`config.mk`:
```
export PLATFORM = sky130hd
export DESIGN_NAME = sls_serial_adder_v_flat
export DESIGN_NICKNAME = d
export VERILOG_FILES = /design/src/rtl/sls_serial_adder_v_if.sv /design/src/rtl/sls_serial_adder_v.sv /design/src/flat_wrapper.sv
export SDC_FILE = /design/constraint.sdc
export NUM_CORES = 1
export LEC_CHECK = 0
export ABC_AREA = 1
export BUFFER_PORTS_ARGS = -buffer_cell sky130_fd_sc_hd__buf_2
export CAP_MARGIN = 5
export CORE_UTILIZATION = 43
export DETAILED_ROUTE_END_ITERATION = 7
export PLACE_DENSITY = 0.69
export SLEW_MARGIN = 10
export SYNTH_ARGS = -nofsm -noshare
export SYNTH_HDL_FRONTEND = slang
export SYNTH_SLANG_ARGS = --single-unit
```
`constraint.sdc`:
```
create_clock -name clk -period 2.5 [get_ports clk]
set_input_delay 0.25 -clock clk [delete_from_list [all_inputs] [get_ports clk]]
set_output_delay 0.25 -clock clk [all_outputs]
set_load 0.05 [all_outputs]
```
`src/rtl/sls_serial_adder_v_if.sv`:
```
// Operand/result bundle for the bit-serial adder.
//   start, a, b, cin : request and operands, driven by the master
//   busy, done       : status, driven by the adder
//   sum, cout        : registered result, driven by the adder
interface sls_serial_adder_v_if #(
  parameter int N = 8
);
  logic         start;
  logic [N-1:0] a;
  logic [N-1:0] b;
  logic         cin;
  logic         busy;
  logic         done;
  logic [N-1:0] sum;
  logic         cout;

  modport master (
    output start, a, b, cin,
    input  busy, done, sum, cout
  );

  modport slave (
    input  start, a, b, cin,
    output busy, done, sum, cout
  );
endinterface

```
`src/rtl/sls_serial_adder_v.sv`:
```
// Bit-serial N-bit adder: loads a, b and cin on start, then adds one bit
// per clock (LSB first) through a single full-adder cell with a carry
// flop between slices. Presents sum/cout with a one-cycle done pulse.
//   clk     : system clock, rising edge
//   reset_n : asynchronous active-low reset
//   bus     : slave side of sls_serial_adder_v_if (start/a/b/cin in,
//             busy/done/sum/cout out)
//
// state    | meaning
// ---------+----------------------------------------------
// ST_IDLE  | waiting for start; operands loaded on accept
// ST_SHIFT | one bit slice added per clock, N clocks
// ST_DONE  | result valid, done high for one cycle

module sls_full_adder (
  input  logic x,
  input  logic y,
  input  logic cin,
  output logic sum_bit,
  output logic cout_bit
);
  assign sum_bit  = x ^ y ^ cin;
  assign cout_bit = (x & y) | (cin & (x ^ y));
endmodule

module sls_serial_adder_v #(
  parameter int N  = 8,
  parameter int CW = $clog2(N + 1)
) (
  input  logic                 clk,
  input  logic                 reset_n,
  sls_serial_adder_v_if.slave  bus
);
  localparam logic [1:0] ST_IDLE  = 2'd0;
  localparam logic [1:0] ST_SHIFT = 2'd1;
  localparam logic [1:0] ST_DONE  = 2'd2;

  logic [1:0]    state_q, state_d;
  logic [N-1:0]  a_sh_q, a_sh_d;
  logic [N-1:0]  b_sh_q, b_sh_d;
  // Holds the N-1 low result bits; the MSB comes straight from the
  // adder on the completing edge.
  logic [N-2:0]  psum_q, psum_d;
  logic          carry_q, carry_d;
  logic [CW-1:0] count_q, count_d;
  logic [N-1:0]  sum_q, sum_d;
  logic          cout_q, cout_d;

  logic sum_bit;
  logic cout_bit;

  sls_full_adder u_fa (
    .x        (a_sh_q[0]),
    .y        (b_sh_q[0]),
    .cin      (carry_q),
    .sum_bit  (sum_bit),
    .cout_bit (cout_bit)
  );

  always_comb begin
    state_d = state_q;
    a_sh_d  = a_sh_q;
    b_sh_d  = b_sh_q;
    psum_d  = psum_q;
    carry_d = carry_q;
    count_d = count_q;
    sum_d   = sum_q;
    cout_d  = cout_q;
    case (state_q)
      ST_IDLE: begin
        if (bus.start) begin
          a_sh_d  = bus.a;
          b_sh_d  = bus.b;
          carry_d = bus.cin;
          count_d = '0;
          state_d = ST_SHIFT;
        end
      end
      ST_SHIFT: begin
        a_sh_d  = a_sh_q >> 1;
        b_sh_d  = b_sh_q >> 1;
        // Shift right with the new bit entering at the top.
        psum_d  = (N-1)'({sum_bit, psum_q} >> 1);
        carry_d = cout_bit;
        count_d = count_q + CW'(1);
        if (count_q == CW'(N - 1)) begin
          sum_d   = {sum_bit, psum_q};
          cout_d  = cout_bit;
          state_d = ST_DONE;
        end
      end
      ST_DONE: begin
        state_d = ST_IDLE;
      end
      default: begin
        state_d = ST_IDLE;
      end
    endcase
  end

  always_ff @(posedge clk or negedge reset_n) begin
    if (!reset_n) begin
      state_q <= ST_IDLE;
      a_sh_q  <= '0;
      b_sh_q  <= '0;
      psum_q  <= '0;
      carry_q <= 1'b0;
      count_q <= '0;
      sum_q   <= '0;
      cout_q  <= 1'b0;
    end else begin
      state_q <= state_d;
      a_sh_q  <= a_sh_d;
      b_sh_q  <= b_sh_d;
      psum_q  <= psum_d;
      carry_q <= carry_d;
      count_q <= count_d;
      sum_q   <= sum_d;
      cout_q  <= cout_d;
    end
  end

  assign bus.busy = (state_q == ST_SHIFT);
  assign bus.done = (state_q == ST_DONE);
  assign bus.sum  = sum_q;
  assign bus.cout = cout_q;
endmodule

```
`src/flat_wrapper.sv`:
```
// flat-port wrapper written by rule: the top's interface ports become plain ports
module sls_serial_adder_v_flat 
#(
  parameter int N  = 8,
  parameter int CW = $clog2(N + 1)
)
  (clk, reset_n, bus_start, bus_a, bus_b, bus_cin, bus_busy, bus_done, bus_sum, bus_cout);
  sls_serial_adder_v_if #(.N(N)) bus_i ();
  input  logic clk;
  input  logic reset_n;
  input wire logic [$bits(bus_i.start)-1:0] bus_start;
  input wire logic [$bits(bus_i.a)-1:0] bus_a;
  input wire logic [$bits(bus_i.b)-1:0] bus_b;
  input wire logic [$bits(bus_i.cin)-1:0] bus_cin;
  output wire logic [$bits(bus_i.busy)-1:0] bus_busy;
  output wire logic [$bits(bus_i.done)-1:0] bus_done;
  output wire logic [$bits(bus_i.sum)-1:0] bus_sum;
  output wire logic [$bits(bus_i.cout)-1:0] bus_cout;
  assign bus_i.start = bus_start;
  assign bus_i.a = bus_a;
  assign bus_i.b = bus_b;
  assign bus_i.cin = bus_cin;
  assign bus_busy = bus_i.busy;
  assign bus_done = bus_i.done;
  assign bus_sum = bus_i.sum;
  assign bus_cout = bus_i.cout;
  sls_serial_adder_v #(.N(N), .CW(CW)) u_core (.clk(clk), .reset_n(reset_n), .bus(bus_i));
endmodule
```
* Word-level counts from Yosys, hierarchy flattened
Index checks and enable logic that the tools add are counted.
** Word-level totals
- Bits of input ports :: 20
- Register bits :: 39
** Cells by class
- Bitwise gates (word level) :: 5
- Eq/ne operators :: 5
- Add/sub/neg operators :: 1
- Muxes and demuxes :: 11
- Reductions and logical operators :: 5
** Operators by type and width (number)
- 8-bit case mux with 2 select lines :: 2
- 8-bit two-way mux :: 2
- 4-bit case mux with 2 select lines :: 1
- 2-bit AND reduction :: 3
- 4-bit by 1-bit adder with 4-bit output, second input constant :: 1
- 4-bit by 3-bit == test with 1-bit output, second input constant :: 1
- 2-bit two-way mux :: 2
- 4-bit two-way mux :: 1
- 2-bit case mux with 2 select lines :: 1
- 1-bit bitwise AND :: 2
- 2-bit by 1-bit == test with 1-bit output, second input constant :: 1
- 2-bit == test, second input constant :: 1
- 2-bit zero test :: 1
- 2-bit by 1-bit != test with 1-bit output, second input constant :: 1
- 2-bit != test, second input constant :: 1
- 1-bit case mux with 2 select lines :: 1
- 2-bit nonzero test :: 1
- 1-bit bitwise XOR :: 2
- 1-bit two-way mux :: 1
- 1-bit OR :: 1

* Depth between registers and ports, before layout
Gate-level depths: netlist of the first run.
- Depth in word-level cells :: 4
- Mapped depth :: 6
- Depth with buffers taken out :: 6

* By module
From an unflattened synthesis of the first run, not the netlist that was laid out.
** Second synthesis, totals
- Cells, all modules :: 188
- Area, all modules :: 1675.4 um^2
** Modules (own cells, without submodules)
- sls_serial_adder_v :: area an instance 1655.3 um^2, cells each 187, instances 1, sequential area each 975.9 um^2
- sls_full_adder :: area an instance 20.0 um^2, cells each 1, instances 1, sequential area each 0.0 um^2

* Least setup slack after synthesis of the first run
No wires, ideal clock.
- Kind :: flip-flop to output port
- Start :: register u_core.state_q[0]
- End :: output port bus_done
- Buffers on the path :: 0
- Arrival time :: 1.083 ns
- Stages on the path, launching flop included :: 2
- Path slack :: 1.167 ns
- Cell sequence :: dfrtp_1 > nor2_1
** On the way
- Longest elaborated chain between the ends :: 1
** RTL lines
- start: declaration :: line sls_serial_adder_v.sv:38 : logic [1:0] state_q, state_d;
- start signal: assignment :: line sls_serial_adder_v.sv:112 : state_q <= state_d;
- 2-bit == test :: line sls_serial_adder_v.sv:124 : assign bus.done = (state_q == ST_DONE);
- end: declaration :: line flat_wrapper.sv:16 : output wire logic [$bits(bus_i.done)-1:0] bus_done;
Every way passes these cells.

* Final worst setup path of the first run
- Start :: register u_core.state_q[0]
- End :: output port bus_busy
** On the way
- Longest elaborated chain between the ends :: 1
** RTL lines
- 2-bit by 1-bit == test with 1-bit output :: line sls_serial_adder_v.sv:123 : assign bus.busy = (state_q == ST_SHIFT);
- end: declaration :: line flat_wrapper.sv:15 : output wire logic [$bits(bus_i.busy)-1:0] bus_busy;
Every way passes these cells.

==> results.ini, run 1 <==
[timing]
final-hold-violation-count=0
worstMarginPinSlew_ns=0.829
slew_headroom=0.448
rsz0062_at_grt=no
setup_viol=0
hold_slack_ns=0.0579
fin_tns_setup_ns=0
fin_skew_ns=0.00464
fin_crit_sh=0.671
finalMaxSlewViolations=0
clock.fmax_ghz=0.596
period_needed_ns=1.68

[floorplanning]
core.rowCount=22
die_x_um=64.8
start_util=0.456
coreArea_um2=3720
dieHeight_um=64.8
io_pins=31
die_area_um2=4200

[setup_path]
worst_ep_required_time_ns=2.25
r2r_end=u_core.carry_q$_DFFE_PN0P_
arrival_ns=1.43
crit_fanout=36
crit-reg2reg-launch=u_core.state_q[1]$_DFFE_PN0P_
crit_path_end_kind=output port
path_class=reg2out
setup.worst_path.start_class=flop
reg2reg_slack_ns=1.08
reg2reg_depth=5

[drt]
antenna_left=0
route.vias.total=1338
drt_wl_total_mm=3.10
drc=0
firstDrtPassIters=4
routedWlPerCell_um=11.6
drt_iter0_markers=51
vias_per_cell=5.01

[worst_hold_path]
hold_class=in2async

[power_and_ir_drop]
p_per_area_nw_per_um2=1310
p_leak_nw=1.02
ir_drop_mv=0.614

[placed_design]
gp_congestion=0.734
port_buffers=30
dp_hpwl_mm=1.98
placement.cell_area_um2=1850

[clocking]
cts_resized=0
postCtsSetupBuffers=0
htree_levels=2
root_buffer=clkbuf_8
insertion_delay_ns=0.29
path_clk_slew_ns=0.07
clk_path_buf_depth=2
clock-sinks=39
cts_hold_buf=0
cts_buffers=5
tritoncts=yes

[run_status]
outcome=finished clean

[synthesis]
netlist_area_um2=1700
ys_warn_count=0
synth_cells=189
ys_seq_elements=39
avgSynthCellArea_um2=8.97
seq_area_frac_synth=0.576
postSynthNetCount=211
yosys.cell_types.count=18

[grt]
grt_pass1_wl_mm=5.41
use_met2=0.241
grt_pass1_vias=1189
met3_usage=0.0634
overflow=0
grt_antenna_before_repair=0
grt_max_degree=40
grt-busiest-layer=met1
met1_usage=0.245
grt_usage=0.175

[layout]
fin_area_um2=1950
areaGrowthSynthToFinish_pct=14.8
seqCellArea_um2=976
multi_input_area_um2=617
fill_cells=388
diodes=0
layout-drive-gt1-share=0.210
nNetsFinal=240

[run]
maxCapViolCount=0

[where the power goes]
part / internal (W) / leakage, nW / switching, W
Combinational: 0.000288 / 0.469 / 0.000731
Sequential: 0.000901 / 0.496 / 0.000168
Clock: 0.000252 / 0.0515 / 0.000209
[placed cells by master, fill, tap and decap left out]
cell type and instances:
o21bai_1 1, clkbuf_1 1, nor2_2 1, inv_4 1
ha_1 1, nand2_1 67, dfrtp_1 39, nand2_2 3
buf_2 30, clkbuf_8 7, o21ai_0 8, nand4_1 1
fa_1 1, buf_4 2, nand3_1 47, inv_1 5
nor2_1 2, inv_2 1, nor2_4 1
[cells by family after synthesis]
group	synth area share
AND/OR/NAND/NOR	0.317
flip-flops	0.576
buffers and inverters	0.0605
AO/OA/AOI/OAI	0.0280
adder cells (fa/ha/maj)	0.0192
[worst max path at each step]
stage | startpoint | end | slack (ns)
after floorplan | u_core.state_q[0]$_DFFE_PN0P_ | bus_done | 1.17
after global placement | u_core.state_q[1]$_DFFE_PN0P_ | u_core.state_q[0]$_DFFE_PN0P_ | 1.13
after global routing | u_core.state_q[0]$_DFFE_PN0P_ | bus_busy | 0.75
final | u_core.state_q[0]$_DFFE_PN0P_ | bus_busy | 0.82
after CTS | u_core.state_q[0]$_DFFE_PN0P_ | bus_busy | 0.82
after detailed placement | u_core.state_q[1]$_DFFE_PN0P_ | u_core.carry_q$_DFFE_PN0P_ | 1.10
[sequential cells by signal (all words and copies together) (netlist names)]
signal,count
u_core.a_sh_q,8
u_core.count_q,4
u_core.carry_q,1
u_core.state_q,2
u_core.psum_q,7
u_core.bus.cout,1
u_core.bus.sum,8
u_core.b_sh_q,8
[metal layers]
metal / vias to the layer above / part of all wire
li1: 671 / -
met1: 621 / 0.50
met2: 38 / 0.43
met3: 8 / 0.055
met4: 0 / 0.017
met5: - / 0
[worst max-delay path, stage by stage (launching register included)]
cell	delay (ns)
dfrtp_1	0.42
nand2_2	0.10
inv_4	0.27
buf_2	0.33
[cell type report]
class                      count  share of cell area
clock buffer                   8              0.0514
inverter                       7              0.0148
multi-input combinational    133               0.317
sequential                    39               0.501
tap                           48              0.0308
timing repair buffer          32              0.0848
[cells in the mapped netlist]
library cell  instances  area (um2)
nand2_1              67         251
fa_1                  1        20.0
nor2_1                2        7.51
inv_2                 1        3.75
o21ai_0               8        40.0
inv_1                 5        18.8
nand3_1              47         235
inv_4                 1        6.26
nor2_2                1        6.26
ha_1                  1        12.5
nand4_1               1        6.26
o21bai_1              1        7.51
buf_2                 5        25.0
nor2_4                1        11.3
buf_4                 2        15.0
dfrtp_1              39         976
buf_6                 3        33.8
nand2_2               3        18.8
[stage by stage]
| stage | cells | util | setup WS (ns) | total power [W] |
|---|---|---|---|---|
| after floorplan | 189 | - | 1.17 | 0.00191 |
| after detailed placement | 259 | 0.497 | 1.10 | 0.00211 |
| after global routing | 267 | 0.524 | 0.750 | 0.00274 |
| final | 267 | 0.524 | 0.823 | 0.00255 |
| after global placement | 259 | 0.497 | 1.13 | 0.00208 |
| after CTS | 267 | 0.524 | 0.816 | 0.00257 |
No activity file was read; power rests on OpenSTA's default activity.
==> inputs of run 2 (changes only) <==
--- a/config.mk
+++ b/config.mk
@@ -5,12 +5,12 @@
 export SDC_FILE = /design/constraint.sdc
 export NUM_CORES = 1
 export LEC_CHECK = 0
-export ABC_AREA = 1
+export ABC_AREA = 0
 export BUFFER_PORTS_ARGS = -buffer_cell sky130_fd_sc_hd__buf_2
 export CAP_MARGIN = 5
 export CORE_UTILIZATION = 43
 export DETAILED_ROUTE_END_ITERATION = 7
-export PLACE_DENSITY = 0.69
+export PLACE_DENSITY = 0.71
 export SLEW_MARGIN = 10
 export SYNTH_ARGS = -nofsm -noshare
 export SYNTH_HDL_FRONTEND = slang
==> constraint.sdc (replaced) <==
create_clock -name clk -period 1.4 [get_ports clk]
set_input_delay 0.14 -clock clk [delete_from_list [all_inputs] [get_ports clk]]
set_output_delay 0.14 -clock clk [all_outputs]
set_load 0.05 [all_outputs]
==> results.ini, run 2 <==
[run_status]
outcome=finished, violations left
failed_checks=setup timing

[timing]
rsz0062_at_grt=yes
worstMarginPinSlew_ns=0.443  ; -0.385 ns
clock.fmax_ghz=0.711
fin_crit_sh=1.00
finalMaxSlewViolations=0  ; unchanged
final-hold-violation-count=0  ; unchanged
slew_headroom=0.704  ; +0.257
fin_tns_setup_ns=-0.0162  ; -0.0162 ns
period_needed_ns=1.41
timing.final.ws_setup_ns=-0.00629  ; -0.829 ns
setup_viol=3  ; +3
fin_skew_ns=0.00706  ; +0.00243 ns

[clocking]
path_clk_slew_ns=0.07  ; about the same
cts_buffers=5  ; unchanged
insertion_delay_ns=0.28  ; about the same
htree_levels=2  ; unchanged
clk_path_buf_depth=2  ; unchanged
root_buffer=clkbuf_8
clock-sinks=39  ; unchanged
tritoncts=yes

[worst_hold_path]
whs_path_depth=3
hp-start=bus_b[2]
hold_class=in2reg
min_to=u_core.b_sh_q[2]$_DFFE_PN0P_

[synthesis]
synth_cells=168  ; -11%
avgSynthCellArea_um2=10.5  ; +17%
netlist_area_um2=1770  ; +4.2%
ys_seq_elements=39  ; unchanged
ys_warn_count=0  ; unchanged
yosys.cell_types.count=22  ; +4
synthArstFlopShare=1.00  ; unchanged
synth_common_cells=dfrtp_1, nand2_1, nor2b_1
yosysTopAreaCell=dfrtp_1
seq_area_frac_synth=0.552  ; -0.0232
synth_flop_cell=dfrtp_1
synth_top_cell_area_share=0.552  ; -0.0232
yosysMostFrequentCell=dfrtp_1
synth_edf_count=0  ; unchanged
synth_area_leaders=dfrtp_1, nor2b_1, a22oi_1
postSynthNetCount=190  ; -10%

[drt]
drt_iter0_markers=118  ; +130%
firstDrtPassIters=4  ; unchanged
routedWlPerCell_um=14.6  ; +26%
drc=0  ; unchanged
vias_per_cell=5.37  ; +7.2%
drt_wl_total_mm=3.73  ; +21%
antenna_left=0  ; unchanged
route.vias.total=1370  ; +2.4%

[placed_design]
preCtsSetupSlack_ns=-0.0365  ; -1.14 ns
placement.cell_area_um2=2050  ; +11%
port_buffers=30  ; unchanged
gp_congestion=0.730  ; -0.55%
dp_hpwl_mm=2.65  ; +34%

[floorplanning]
die_x_um=66.1  ; +2.0%
die_area_um2=4370  ; +4.1%
dieHeight_um=66.1  ; +2.0%
io_pins=31  ; unchanged
coreArea_um2=3800  ; +2.2%
core.rowCount=22  ; unchanged
start_util=0.465  ; +0.00886

[grt]
grt_pass1_wl_mm=6.51  ; +20%
grt_usage=0.198  ; +0.0229
grt_max_degree=23  ; -43%
met1_usage=0.246  ; +0.000988
grt_pass1_vias=1454  ; +22%
grt-busiest-layer=met2
use_met2=0.335  ; +0.0946
grt_antenna_before_repair=0  ; unchanged
overflow=0  ; unchanged
met3_usage=0.0552  ; -0.00821

[run]
maxCapViolCount=0  ; unchanged

[layout]
post-route-util=0.570  ; +0.0466
fill_cells=336  ; -13%
fin_area_um2=2170  ; +11%
nNetsFinal=230  ; -4.2%
layout-drive-gt1-share=0.300  ; +0.0895
diodes=0  ; unchanged
areaGrowthSynthToFinish_pct=22.7
mostFrequentLayoutCells=dfrtp_1, buf_2, nand2_1
layout_commonest_cell=dfrtp_1

[setup_path]
reg2reg_slack_ns=-0.006  ; -1.09 ns
crit_fanout=10  ; -72%
crit-reg2reg-launch=u_core.count_q[0]$_DFFE_PN0P_
path_class=reg2reg
r2r_end=u_core.bus.sum[0]$_DFFE_PN0P_
reg2reg_depth=5  ; unchanged
arrival_ns=1.57  ; +0.14 ns
crit_path_end_kind=flop
setup.worst_path.start_class=flop
worst_ep_required_time_ns=1.56  ; -0.69 ns

[power_and_ir_drop]
p_per_area_nw_per_um2=2270  ; +73%
finalPower_w=0.00491  ; +93%
p_leak_nw=1.01  ; -0.29%
ir_drop_mv=1.54  ; +150%

==> run 2: cell count changes after synthesis, sizes merged, moves of 6 or more <==
cell | previous run | this run
a21oi | 0 | 18
a22oi | 0 | 15
inv | 7 | 1
mux2 | 0 | 9
nand2 | 70 | 26
nand3 | 47 | 2
nor2b | 0 | 19
o21ai | 8 | 18
==> run 2: repair_timing <==
item / 4_1_cts / 5_1_grt
endpoints found under the setup margin: 10 / 14
hold endpoints to repair: 17 / 0
setup buffers: 1 / 0
gates resized for setup: 6 / 4
hold buffers: 1 / 0
==> run 2: logic make-up after synthesis <==
family / count (synthesis) / synth area share
AO/OA/AOI/OAI: 55 / 0.185
flip-flops: 39 / 0.552
buffers and inverters: 11 / 0.0304
adder cells (fa/ha/maj): 2 / 0.0184
AND/OR/NAND/NOR: 51 / 0.151
multiplexers: 10 / 0.0630
==> run 2: power by group <==
group,internal [W],switching (W),total [W]
registers,0.00159,0.000337,0.00192
logic,0.000939,0.00138,0.00232
clock network,0.000332,0.000333,0.000665
total,0.00286,0.00205,0.00491
==> run 2: worst max-delay path, stage by stage, from the launching register on <==
cell and delay [ns]:
dfrtp_1 0.35, ha_2 0.21, nand2_2 0.08, nor3_4 0.16
buf_12 0.16, mux2_2 0.33
==> run 2: cell type report <==
class	instances	area, um2	share of cell area
inverter	1	6.26	0.00289
timing repair buffer	43	299	0.138
clock buffer	6	72.6	0.0335
tap	48	60.1	0.0277
sequential	39	976	0.450
multi-input combinational	118	753	0.348
==> run 2: how the worst max path moves through the flow <==
stage | from | end | cells past startpoint
2_1_floorplan | u_core.count_q[0]$_DFFE_PN0P_ | u_core.bus.sum[0]$_DFFE_PN0P_ | 4
4_1_cts | u_core.count_q[0]$_DFFE_PN0P_ | u_core.bus.sum[0]$_DFFE_PN0P_ | 5
5_1_grt | u_core.count_q[0]$_DFFE_PN0P_ | u_core.bus.sum[1]$_DFFE_PN0P_ | 5
6_report | u_core.count_q[0]$_DFFE_PN0P_ | u_core.bus.sum[0]$_DFFE_PN0P_ | 5
3_5_place_dp | u_core.count_q[1]$_DFFE_PN0P_ | u_core.bus.sum[1]$_DFFE_PN0P_ | 5
3_3_place_gp | u_core.count_q[1]$_DFFE_PN0P_ | u_core.bus.sum[5]$_DFFE_PN0P_ | 5
==> run 2: routing by layer <==
layer  vias up  wire length [um]  part of all wire
met5         -                 0                 0
met4         0                14            0.0038
met3         4               197             0.053
met2        31              1890              0.51
met1       666              1630              0.44
li1        669                 -                 -
==> run 2: metrics by stage <==
stage,hold slack [ns],std cells
after floorplan,-0.156,168
after global placement,0.0967,247
after detailed placement,0.110,247
after CTS,0.144,255
after global routing,0.155,255
final,0.144,255
